### config.mk
export PLATFORM = sky130hd
export DESIGN_NAME = mul_status
export DESIGN_NICKNAME = d
export VERILOG_FILES = /design/src/rtl/mul_status.sv
export SDC_FILE = /design/constraint.sdc
export NUM_CORES = 1
export LEC_CHECK = 0
export CELL_PAD_IN_SITES_DETAIL_PLACEMENT = 1
export CELL_PAD_IN_SITES_GLOBAL_PLACEMENT = 2
export CORE_MARGIN = 2
export CORE_UTILIZATION = 25
export CTS_CLUSTER_SIZE = 14
export DETAILED_ROUTE_END_ITERATION = 16
export PLACE_DENSITY = 0.71
export SLEW_MARGIN = 5
export SYNTH_ARGS = -nofsm -noshare
export SYNTH_HDL_FRONTEND = slang
export SYNTH_SLANG_ARGS = --single-unit
### constraint.sdc
create_clock -name clk -period 1.5 [get_ports clk]
set_clock_uncertainty 0.05 [all_clocks]
set_input_delay 0.375 -clock clk [delete_from_list [all_inputs] [get_ports clk]]
set_output_delay 0.375 -clock clk [all_outputs]
set_load 0.01 [all_outputs]
### src/rtl/mul_status.sv
// Multiplier status tracking: ASTAT MV/MN bits, sticky MOS overflow flag,
// saturating overflow event counter and a one-shot overflow interrupt.
module mul_status #(
    parameter int CNT_WIDTH = 8
) (
    input  logic                 clk,
    input  logic                 reset,
    input  logic                 ps_mul_en,
    input  logic [1:0]           ps_mul_cls,
    input  logic [1:0]           ps_mul_sc,
    input  logic                 mul_ps_mv,
    input  logic                 mul_ps_mn,
    input  logic                 ps_astat_wr,
    input  logic [1:0]           ps_astat_wdata,
    input  logic                 ps_stky_clr,
    input  logic                 ps_irq_en,
    output logic                 astat_mv,
    output logic                 astat_mn,
    output logic                 stky_mos,
    output logic                 mul_ovf_irq,
    output logic [CNT_WIDTH-1:0] ovf_cnt
);

    localparam logic [1:0]           CLS_MR  = 2'b00;
    localparam logic [1:0]           SC_SAT  = 2'b11;
    localparam logic [CNT_WIDTH-1:0] CNT_MAX = {CNT_WIDTH{1'b1}};
    localparam logic [CNT_WIDTH-1:0] CNT_ONE = {{(CNT_WIDTH-1){1'b0}}, 1'b1};
    localparam logic [CNT_WIDTH-1:0] CNT_ZERO = {CNT_WIDTH{1'b0}};

    // Counter increment that sticks at all-ones instead of wrapping.
    function automatic logic [CNT_WIDTH-1:0] sat_inc(input logic [CNT_WIDTH-1:0] v);
        if (v == CNT_MAX) begin
            sat_inc = v;
        end else begin
            sat_inc = v + CNT_ONE;
        end
    endfunction

    logic                 ex_en_r;
    logic [1:0]           ex_cls_r;
    logic [1:0]           ex_sc_r;
    logic                 astat_mv_r;
    logic                 astat_mn_r;
    logic                 stky_mos_r;
    logic                 stky_dly_r;
    logic                 irq_r;
    logic [CNT_WIDTH-1:0] cnt_r;

    logic                 upd_s;
    logic                 ovf_s;
    logic                 astat_mv_nxt_s;
    logic                 astat_mn_nxt_s;
    logic                 stky_nxt_s;
    logic                 irq_nxt_s;
    logic [CNT_WIDTH-1:0] cnt_nxt_s;

    // Next-state decode for status, sticky bit, counter and interrupt.
    always_comb begin
        upd_s          = 1'b0;
        ovf_s          = 1'b0;
        astat_mv_nxt_s = astat_mv_r;
        astat_mn_nxt_s = astat_mn_r;
        stky_nxt_s     = stky_mos_r;
        cnt_nxt_s      = cnt_r;
        irq_nxt_s      = 1'b0;

        // MR0/MR1/MR2 transfers are the only enabled operations that leave status alone.
        if (ex_en_r && !((ex_cls_r == CLS_MR) && (ex_sc_r != SC_SAT))) begin
            upd_s = 1'b1;
        end else begin
            upd_s = 1'b0;
        end
        ovf_s = upd_s & mul_ps_mv;

        if (upd_s) begin
            astat_mv_nxt_s = mul_ps_mv;
            astat_mn_nxt_s = mul_ps_mn;
        end else if (ps_astat_wr) begin
            astat_mv_nxt_s = ps_astat_wdata[1];
            astat_mn_nxt_s = ps_astat_wdata[0];
        end else begin
            astat_mv_nxt_s = astat_mv_r;
            astat_mn_nxt_s = astat_mn_r;
        end

        // A simultaneous clear loses to a fresh overflow, leaving one counted event.
        if (ovf_s) begin
            stky_nxt_s = 1'b1;
            if (ps_stky_clr) begin
                cnt_nxt_s = CNT_ONE;
            end else begin
                cnt_nxt_s = sat_inc(cnt_r);
            end
        end else if (ps_stky_clr) begin
            stky_nxt_s = 1'b0;
            cnt_nxt_s  = CNT_ZERO;
        end else begin
            stky_nxt_s = stky_mos_r;
            cnt_nxt_s  = cnt_r;
        end

        irq_nxt_s = stky_mos_r & ~stky_dly_r & ps_irq_en;
    end

    // Decode-to-execute pipeline and all status registers.
    always_ff @(posedge clk or negedge reset) begin
        if (!reset) begin
            ex_en_r    <= 1'b0;
            ex_cls_r   <= 2'b00;
            ex_sc_r    <= 2'b00;
            astat_mv_r <= 1'b0;
            astat_mn_r <= 1'b0;
            stky_mos_r <= 1'b0;
            stky_dly_r <= 1'b0;
            irq_r      <= 1'b0;
            cnt_r      <= CNT_ZERO;
        end else begin
            ex_en_r <= ps_mul_en;
            if (ps_mul_en) begin
                ex_cls_r <= ps_mul_cls;
                ex_sc_r  <= ps_mul_sc;
            end else begin
                ex_cls_r <= ex_cls_r;
                ex_sc_r  <= ex_sc_r;
            end
            astat_mv_r <= astat_mv_nxt_s;
            astat_mn_r <= astat_mn_nxt_s;
            stky_mos_r <= stky_nxt_s;
            stky_dly_r <= stky_mos_r;
            irq_r      <= irq_nxt_s;
            cnt_r      <= cnt_nxt_s;
        end
    end

    assign astat_mv    = astat_mv_r;
    assign astat_mn    = astat_mn_r;
    assign stky_mos    = stky_mos_r;
    assign mul_ovf_irq = irq_r;
    assign ovf_cnt     = cnt_r;

endmodule

## Yosys cells after proc, flatten, opt, wreduce, memory -nomap -nowiden

Cells that the tools add are included.

- Bits in registers: 18
- Input port bits: 14
- Output and inout bits: 12
- Word-level logic and storage cells: 35

- Add/subtract/negate cells: 1
- Equal/unequal tests: 3
- Mux-type cells: 11
- Bitwise gates (word level): 4
- Reduce and logical (&&, ||, !) cells: 7

Operators with widths:

| kind | number |
|---|---|
| 8-bit two-way mux | 4 |
| 8-bit by 1-bit adder with 8-bit output (second input constant) | 1 |
| 8-bit equality test (second input constant) | 1 |
| 1-bit two-way mux | 7 |
| 2-bit != test (second input constant) | 2 |
| 2-bit nonzero test | 2 |
| 1-bit AND | 3 |
| 1-bit logical AND | 2 |
| 2-bit zero test | 1 |
| 2-bit AND reduction | 1 |
| 1-bit zero test | 1 |
| 1-bit NOT | 1 |

## Depth between registers and ports, before layout

Gate-level depths: netlist (run 1).

- Depth in word-level cells: 8
- Gate-level depth with buffers: 5

## Worst setup path after synthesis (run 1)

OpenSTA, ideal clock, no wires.

- Path type: register to register
- From: reg cnt_r[0], in the netlist ovf_cnt[0]
- To: reg cnt_r[5], in the netlist ovf_cnt[5]
- Setup time: 0.077 ns
- Arrival: 1.454 ns
- Path slack: -0.081 ns
- Cell stages (with the launch flop): 6
- Cell sequence: dfrtp_1 -> ha_1 -> nand3_2 -> o2111ai_2 -> or4_1 -> a21oi_1

- Cells in the longest elaborated chain, start to end: 4
- Elaborated cells between the ends (all ways): 7
- Those cells by class: add/sub (1); eq/ne (2); mux (3); reduce/logical (1)

RTL lines:

| item | line | RTL |
|---|---|---|
| from (decl) | 47 | `logic [CNT_WIDTH-1:0] cnt_r;` |
| from (signal assigned) | 131 | `cnt_r <= cnt_nxt_s;` |
| 8-bit by 1-bit adder with 8-bit output | 35 | `sat_inc = v + CNT_ONE;` |
| 8-bit two-way mux | 32 | `if (v == CNT_MAX) begin` |
| 8-bit two-way mux | 89 | `if (ps_stky_clr) begin` |
| 8-bit two-way mux | 87 | `if (ovf_s) begin` |

Several ways; a longest one is shown, not always the timed one. The select of a mux whose other input is x is not followed.
A chain may end at the register's enable or synchronous reset.

## Worst setup path after layout (run 1)

Ends and elaborated chain as after synthesis.

==> metrics.md, run 1 <==
| Metric | Value |
|---|---|
| Status | `complete, but fails checks` |
| Failing checks | `setup timing` |
| CTS tree | `done` |
| Worst path setup slack after routing | `-0.09490 ns` |
| FFs w/ async S/R, synth | `1.000` |
| Element type at the critical path start | `flop` |
| CTS Buf Count | `3` |
| Fraction of power consumed by sequential logic | `0.494` |
| GRT Residual Overflow | `0` |
| Mapped Cells | `74` |
| Number of antenna violations at the first check in global routing | `0` |
| Number of nets in the synthesized netlist | `89` |
| Drt via density | `between 4 and 5` |
| Overall routing resource usage | `0.1367` |
| Max-capacitance violation count | `0` |
| Clock Tree Buf Depth | `2` |
| Starting density of the core | `0.2566` |
| Total of hold buffers inserted after clock tree synthesis | `0` |
| Yosys warnings | `0` |
| Netlist cell types | `30` |
| Num Clock Sinks | `18` |
| Register-to-register setup slack | `-0.09 ns` |
| Final count of pins violating max slew | `0` |
| Power density over the cells | `744.0 nW/um2` |
| Fin. Hold Viols | `0` |
| Placeable core region | `about 3300 um2` |
| Crit path kind | `reg2reg` |
| Number of enable-type register cells in the synthesized netlist | `0` |
| NumNets Final | `143` |
| Internal power | `between 0.0008 and 0.0009 W` |
| Mapped Area | `~850 um2` |
| Wire length of the first global-routing pass | `between 4 and 5 mm` |
| Worst vdd ir | `0.2477 mV` |
| Worst skew pair latency | `0.30 ns` |
| Detailed router's first-iteration violation count | `11` |
| Post-Route Setup TNS | `-0.2382 ns` |
| GP Congestion | `0.7843` |
| Area enclosed by the die boundary | `3881 um2` |
| Number of remaining DRC errors | `0` |
| Share of final-layout standard cells stronger than drive strength 1 | `0.4409` |
| Wire length reported by the detailed router | `approximately 2.4 mm` |
| Post-DRT Antenna Nets | `0` |
| Unrepaired setup endpoints after global routing | `true` |
| HPWL reported at the end of detailed placement | `about 1.6 mm` |
| Actual slew at the worst max-slew pin | `between 0.3 and 0.4 ns` |
| Clock transition at the registers of the reported paths | `~0.11 ns` |
| Die H | `62.30 um` |
| Placement-stage worst setup slack | `-0.3222 ns` |
| Share of the clock period used by the worst path | `1.063` |
| Sequential fraction of the synthesis area | `0.5302` |
| Largest net degree at the start of global routing | `19` |
| Setup violations, final | `5` |
| Maximum level of the CTS H-tree | `1` |
| Row Count | `21` |
| F_max | `about 630 MHz` |
| Via count | `~800` |
| Power dissipated by switching net loads | `0.0002794 W` |
| Number of buffers added on ports | `25` |
| Predominant post-synthesis flop cell | `sky130_fd_sc_hd__dfrtp_1` |
| Master cell of the clock root buffer | `sky130_fd_sc_hd__clkbuf_4` |
| Static Leak | `roughly 0.65 nW` |
| Final Total Pwr | `approximately 0.0011 W` |
| Inserted Diodes | `0` |
| Data arrival time at the worst-slack endpoint | `1.79 ns` |
| Wire length per cell after detailed routing | `13.58 um` |
| Endpoint of the worst-slack reg-to-reg timing path | `ovf_cnt[5]` |
| Vias in the first global route | `around 860` |
| Area added between synthesis and finish | `72.46%` |
| Width of the die | `62.30 um` |
| Syn Area/Cell | `roughly 11 um2` |
| Worst setup EP type | `flop` |
| RR Startpoint | `ovf_cnt[0]` |
| Minimum clock period after layout | `between 1.5 and 2 ns` |
| Number of I/O pins | `26` |
| Register bit total from synthesis | `18` |
| Worst reg-to-reg path cell count | `6` |
| Pre-antenna DRT Iters | `2` |
| Post-route worst hold slack | `0.3394 ns` |
| Max FO, Critical Path | `4` |
| Hold/Removal Path Class | `in2async` |
| Worst-case headroom to the max-slew limit | `0.7888` |
| Worst path required time | `roughly 1.7 ns` |
| Part of the power in the clock network | `0.282` |
| Power share of the combinational group | `0.225` |
| Share of total power consumed by net switching | `0.2563` |
metal layers:
layer / part of all wire / GRT usage
met1: 0.45 / 0.1770
met2: 0.51 / 0.2242
met3: 0.026 / 0.01449
met4: 0.021 / 0.07500
met5: 0 / 0
worst max-delay path by stage:
stage                from    endpoint  slack [ns]  depth (start not counted)
6_report       ovf_cnt[0]  ovf_cnt[5]       -0.09                          6
5_1_grt        ovf_cnt[0]  ovf_cnt[5]       -0.17                          6
2_1_floorplan  ovf_cnt[1]  ovf_cnt[5]       0.007                          5
3_3_place_gp    mul_ps_mv  ovf_cnt[5]       -0.31                          5
4_1_cts        ovf_cnt[0]  ovf_cnt[5]       -0.11                          6
3_5_place_dp    mul_ps_mv  ovf_cnt[5]       -0.32                          5
cell families after synthesis:
family,Yosys count,synth area share
DFF,18,0.5302
muxes,8,0.1016
AOI/OAI and AO/OA,14,0.1384
buffers and inverters,3,0.01325
adders and majority gates,1,0.01473
and+or+nand+nor,30,0.2018
layout make-up:
type	count	area [um2]
Clock buffer	4	36.28
Fill cell	379	1846
Inverter	3	11.26
Multi-Input combinational cell	53	475.5
Sequential cell	18	455.4
Tap cell	46	57.56
Timing Repair Buffer	49	429.2
Yosys cell counts (all sizes together) (2+ instances only):
cell type | n | share of area
mux2i | 3 | 0.035
or3 | 2 | 0.016
nor2 | 6 | 0.027
a21oi | 3 | 0.018
o21ai | 2 | 0.012
dfrtp | 18 | 0.53
and2 | 2 | 0.019
nand3 | 3 | 0.029
inv | 3 | 0.013
nand2 | 10 | 0.053
mux2 | 5 | 0.066
nand4 | 3 | 0.022
worst max-delay path: stages (launching register included):
cell	delay (ns)
sky130_fd_sc_hd__dfrtp_2	0.42
sky130_fd_sc_hd__buf_6	0.12
sky130_fd_sc_hd__ha_4	0.16
sky130_fd_sc_hd__nand3_4	0.09
sky130_fd_sc_hd__o2111ai_4	0.13
sky130_fd_sc_hd__or4_1	0.42
sky130_fd_sc_hd__a21oi_1	0.13
cells in the final DEF (no fill, tap or decap), types with 2 or more instances in the layout:
cell type,count
sky130_fd_sc_hd__a21oi_1,2
sky130_fd_sc_hd__buf_4,20
sky130_fd_sc_hd__buf_6,5
sky130_fd_sc_hd__clkbuf_4,3
sky130_fd_sc_hd__clkdlybuf4s50_1,13
sky130_fd_sc_hd__dfrtp_1,14
sky130_fd_sc_hd__dfrtp_2,4
sky130_fd_sc_hd__dlygate4sd2_1,10
sky130_fd_sc_hd__inv_1,3
sky130_fd_sc_hd__mux2_2,5
sky130_fd_sc_hd__mux2i_1,3
sky130_fd_sc_hd__nand2_1,9
sky130_fd_sc_hd__nand4_1,3
sky130_fd_sc_hd__nor2_1,6
sky130_fd_sc_hd__o21ai_0,2
registers in the layout, summed over array words and instances (netlist names):
name and flops:
astat_mv 1, ex_cls_r 2, ex_sc_r 2, ovf_cnt 8
stky_mos 1, ex_en_r 1, astat_mn 1, stky_dly_r 1
mul_ovf_irq 1
through the flow:
stage / instance area (um2) / std cells / util
floorplan: 875.8 / 74 / -
global placement: 1274 / 157 / 0.3847
detailed placement: 1274 / 157 / 0.3847
CTS: 1430 / 173 / 0.4320
global route: 1465 / 173 / 0.4426
finish: 1465 / 173 / 0.4426
power by group through the flow:
stage,Combinational (W),Sequential [W],Clock (W)
CTS,0.000242,0.000538,0.000328
global route,0.000268,0.000543,0.000355
global placement,0.000204,0.000556,0
finish,0.000245,0.000538,0.000307
floorplan,0.0000661,0.000565,0
detailed placement,0.000208,0.000557,0
repair_timing:
item,CTS,global route
setup buffers,12,0
gates resized for setup,29,5
pin swaps,2,1
setup endpoints to repair,15,7
Power figures use the tool's default switching activity.
==> run 2, diff against run 1 <==
--- a/config.mk
+++ b/config.mk
@@ -12,6 +12,7 @@
 export CTS_CLUSTER_SIZE = 14
 export DETAILED_ROUTE_END_ITERATION = 16
 export PLACE_DENSITY = 0.71
+export SETUP_SLACK_MARGIN = 0.02
 export SLEW_MARGIN = 5
 export SYNTH_ARGS = -nofsm -noshare
 export SYNTH_HDL_FRONTEND = slang
==> constraint.sdc (replaced) <==
create_clock -name clk -period 1.4 [get_ports clk]
set_clock_uncertainty 0.05 [all_clocks]
set_input_delay 0.35 -clock clk [delete_from_list [all_inputs] [get_ports clk]]
set_output_delay 0.35 -clock clk [all_outputs]
set_load 0.01 [all_outputs]
==> metrics.md, run 2 (synthesized netlist as in run 1, its figures left out) <==
| Metric | Value |
|---|---|
| CTS Buf Count | `3 (unchanged)` |
| Num Clock Sinks | `18 (unchanged)` |
| Starting density of the core | `0.2566 (unchanged)` |
| Area enclosed by the die boundary | `3881 um2 (unchanged)` |
| Crit path largest cell delay | `0.43 ns (about the same)` |
| Number of buffers added on ports | `25 (unchanged)` |
| Drt via density | `4.714 (+2.2%)` |
| Minimum clock period after layout | `1.642 ns (+0.04722 ns)` |
| Part of the power in the clock network | `0.284 (+0.002)` |
| Die H | `62.30 um (unchanged)` |
| Power dissipated by switching net loads | `0.0003227 W (+16%)` |
| Fillcell total | `380 (+0.26%)` |
| Max-capacitance violation count | `0 (unchanged)` |
| Element type at the critical path start | `flop` |
| NumNets Final | `152 (+6.3%)` |
| Number of remaining DRC errors | `0 (unchanged)` |
| Row Count | `21 (unchanged)` |
| Design Area, Final | `1540 um2 (+5.1%)` |
| Worst path required time | `1.60 ns (-0.09 ns)` |
| Met3 Track Usage GR | `0.02717 (+0.01268)` |
| Number of I/O pins | `26 (unchanged)` |
| Setup violations, final | `6 (+1)` |
| Met1 GRT Util | `0.1769 (about the same)` |
| Fraction of power consumed by sequential logic | `0.484 (-0.010)` |
| Post-DRT Antenna Nets | `0 (unchanged)` |
| Final count of pins violating max slew | `0 (unchanged)` |
| Share of the clock period used by the worst path | `1.173 (+0.1097)` |
| Worst vdd ir | `0.2456 mV (-0.84%)` |
| Most Used Layer, Global Route | `met2` |
| Post-route worst hold slack | `0.3149 ns (-0.02450 ns)` |
| Via count | `858 (+7.5%)` |
| CTS tree | `done` |
| HPWL reported at the end of detailed placement | `1.850 mm (+17%)` |
| Overall routing resource usage | `0.1524 (+0.01574)` |
| Commonest cells after routing, fill and taps aside | `sky130_fd_sc_hd__buf_4 (28), sky130_fd_sc_hd__dfrtp_1 (15), sky130_fd_sc_hd__clkdlybuf4s50_1 (13)` |
| Worst skew pair latency | `0.31 ns (about the same)` |
| F_max | `609.0 MHz (-2.9%)` |
| Pre-antenna DRT Iters | `3 (+1)` |
| Detailed router's first-iteration violation count | `18 (+7)` |
| Inserted Diodes | `0 (unchanged)` |
| Placeable core region | `3311 um2 (unchanged)` |
| Most common cell after layout, fill and taps aside | `sky130_fd_sc_hd__buf_4` |
| Worst setup EP type | `flop` |
| Vias in the first global route | `930 (+8.4%)` |
| Worst-path cell with the longest stage delay | `sky130_fd_sc_hd__dfrtp_2` |
| Clock Tree Buf Depth | `2 (unchanged)` |
| Wire length per cell after detailed routing | `15.39 um (+13%)` |
| Maximum level of the CTS H-tree | `1 (unchanged)` |
| Width of the die | `62.30 um (unchanged)` |
| Data arrival time at the worst-slack endpoint | `1.84 ns (+0.05 ns)` |
| Max FO, Critical Path | `5 (+1)` |
| Clock transition at the registers of the reported paths | `0.11 ns (about the same)` |
| Hold/Removal Path Class | `in2async` |
| Utilization of the core after routing | `0.4652 (+0.02268)` |
| Share of total power consumed by net switching | `0.2679 (+0.01165)` |
| Internal power | `0.0008818 W (+8.8%)` |
| Power density over the cells | `782.0 nW/um2 (+5.1%)` |
| GP Congestion | `0.7394 (-5.7%)` |
| Actual slew at the worst max-slew pin | `0.2928 ns (-0.02362 ns)` |
| Sequence of cells on the critical path | `buf_6 > ha_4 > nand3_4 > o2111ai_4 > or4_1 > a21oi_1` |
| Fin. Hold Viols | `0 (unchanged)` |
| Wire length of the first global-routing pass | `4.512 mm (+8.5%)` |
| Share of final-layout standard cells stronger than drive strength 1 | `0.5074 (+0.06641)` |
| Largest net degree at the start of global routing | `19 (unchanged)` |
| Worst-case headroom to the max-slew limit | `0.8017 (+0.01290)` |
| Wire length reported by the detailed router | `2.801 mm (+19%)` |
| Unrepaired setup endpoints after global routing | `true` |
| Global-route track usage on met2 | `0.2582 (+0.03397)` |
| Number of antenna violations at the first check in global routing | `0 (unchanged)` |
| Crit path kind | `reg2reg` |
| Area after DPL | `1364 um2 (+7.1%)` |
| Worst path setup slack after routing | `-0.2421 ns (-0.1472 ns)` |
| Failing checks | `setup timing` |
| Number of flip-flops in the largest register | `8 (unchanged)` |
| Master cell of the clock root buffer | `sky130_fd_sc_hd__clkbuf_4` |
| GRT Residual Overflow | `0 (unchanged)` |
| Area added between synthesis and finish | `81.30%` |
| Total of hold buffers inserted after clock tree synthesis | `0 (unchanged)` |
| Static Leak | `0.6740 nW (+3.6%)` |
| Power share of the combinational group | `0.231 (+0.006)` |
| Status | `complete, but fails checks` |
[run 2: final cells by class]
class	count	area (um2)	share of cell area
Tap cell	46	57.56	0.03737
Clock buffer	4	36.28	0.02356
Sequential cell	18	454.2	0.2949
Multi-Input combinational cell	53	481.7	0.3128
Timing Repair Buffer	58	499.2	0.3241
Inverter	3	11.26	0.007311
[run 2: per-layer routing]
metal  vias to the layer above  wire [um]
met1                       427       1141
li1                        401          -
met5                         -          0
met4                         0         87
met2                        23       1503
met3                         7         70
[run 2: what timing repair did]
item                       CTS  global route
setup endpoints to repair   18            16
setup buffers                8             3
gates resized for setup     39            16
pin swaps                    0             4
[run 2: path summary, 6_finish.rpt]
path	from	endpoint	slack, ns	cells after the start
max in group asynchronous	reset	ovf_cnt[1]	0.76	2
worst min-delay path	reset	ex_en_r	0.31	2
worst max-delay path	ovf_cnt[1]	ovf_cnt[5]	-0.24	6
worst max register to register	ovf_cnt[1]	ovf_cnt[5]	-0.24	6
min in group clk	stky_dly_r	mul_ovf_irq	0.35	1
worst min register to register	stky_dly_r	mul_ovf_irq	0.35	1
[run 2: worst max-delay path, delay by kind of cell, from the launching register on]
| kind | cells | cell delay, ns |
|---|---|---|
| AO/OA/AOI/OAI | 2 | 0.29 |
| buffers and inverters | 1 | 0.12 |
| AND/OR/NAND/NOR | 2 | 0.52 |
| flip-flops | 1 | 0.43 |
| adder cells (fa/ha/maj) | 1 | 0.16 |
[run 2: through the flow]
stage,setup WS (ns),setup TNS [ns],std cells,total power (W)
2_1_floorplan,-0.09263,-0.1710,74,0.0006761
3_3_place_gp,-0.3885,-2.822,169,0.0008258
3_5_place_dp,-0.4115,-2.957,169,0.0008335
4_1_cts,-0.2045,-0.8442,180,0.001183
5_1_grt,-0.2974,-1.358,182,0.001262
6_report,-0.2421,-0.9270,182,0.001204
[run 2: power groups by stage]
stage          Sequential [W]  Clock [W]  Combinational, W
3_5_place_dp         0.000594          0          0.000239
2_1_floorplan        0.000605          0         0.0000708
3_3_place_gp         0.000592          0          0.000234
6_report             0.000584   0.000342          0.000279
5_1_grt              0.000589   0.000371          0.000302
4_1_cts              0.000583   0.000342          0.000258
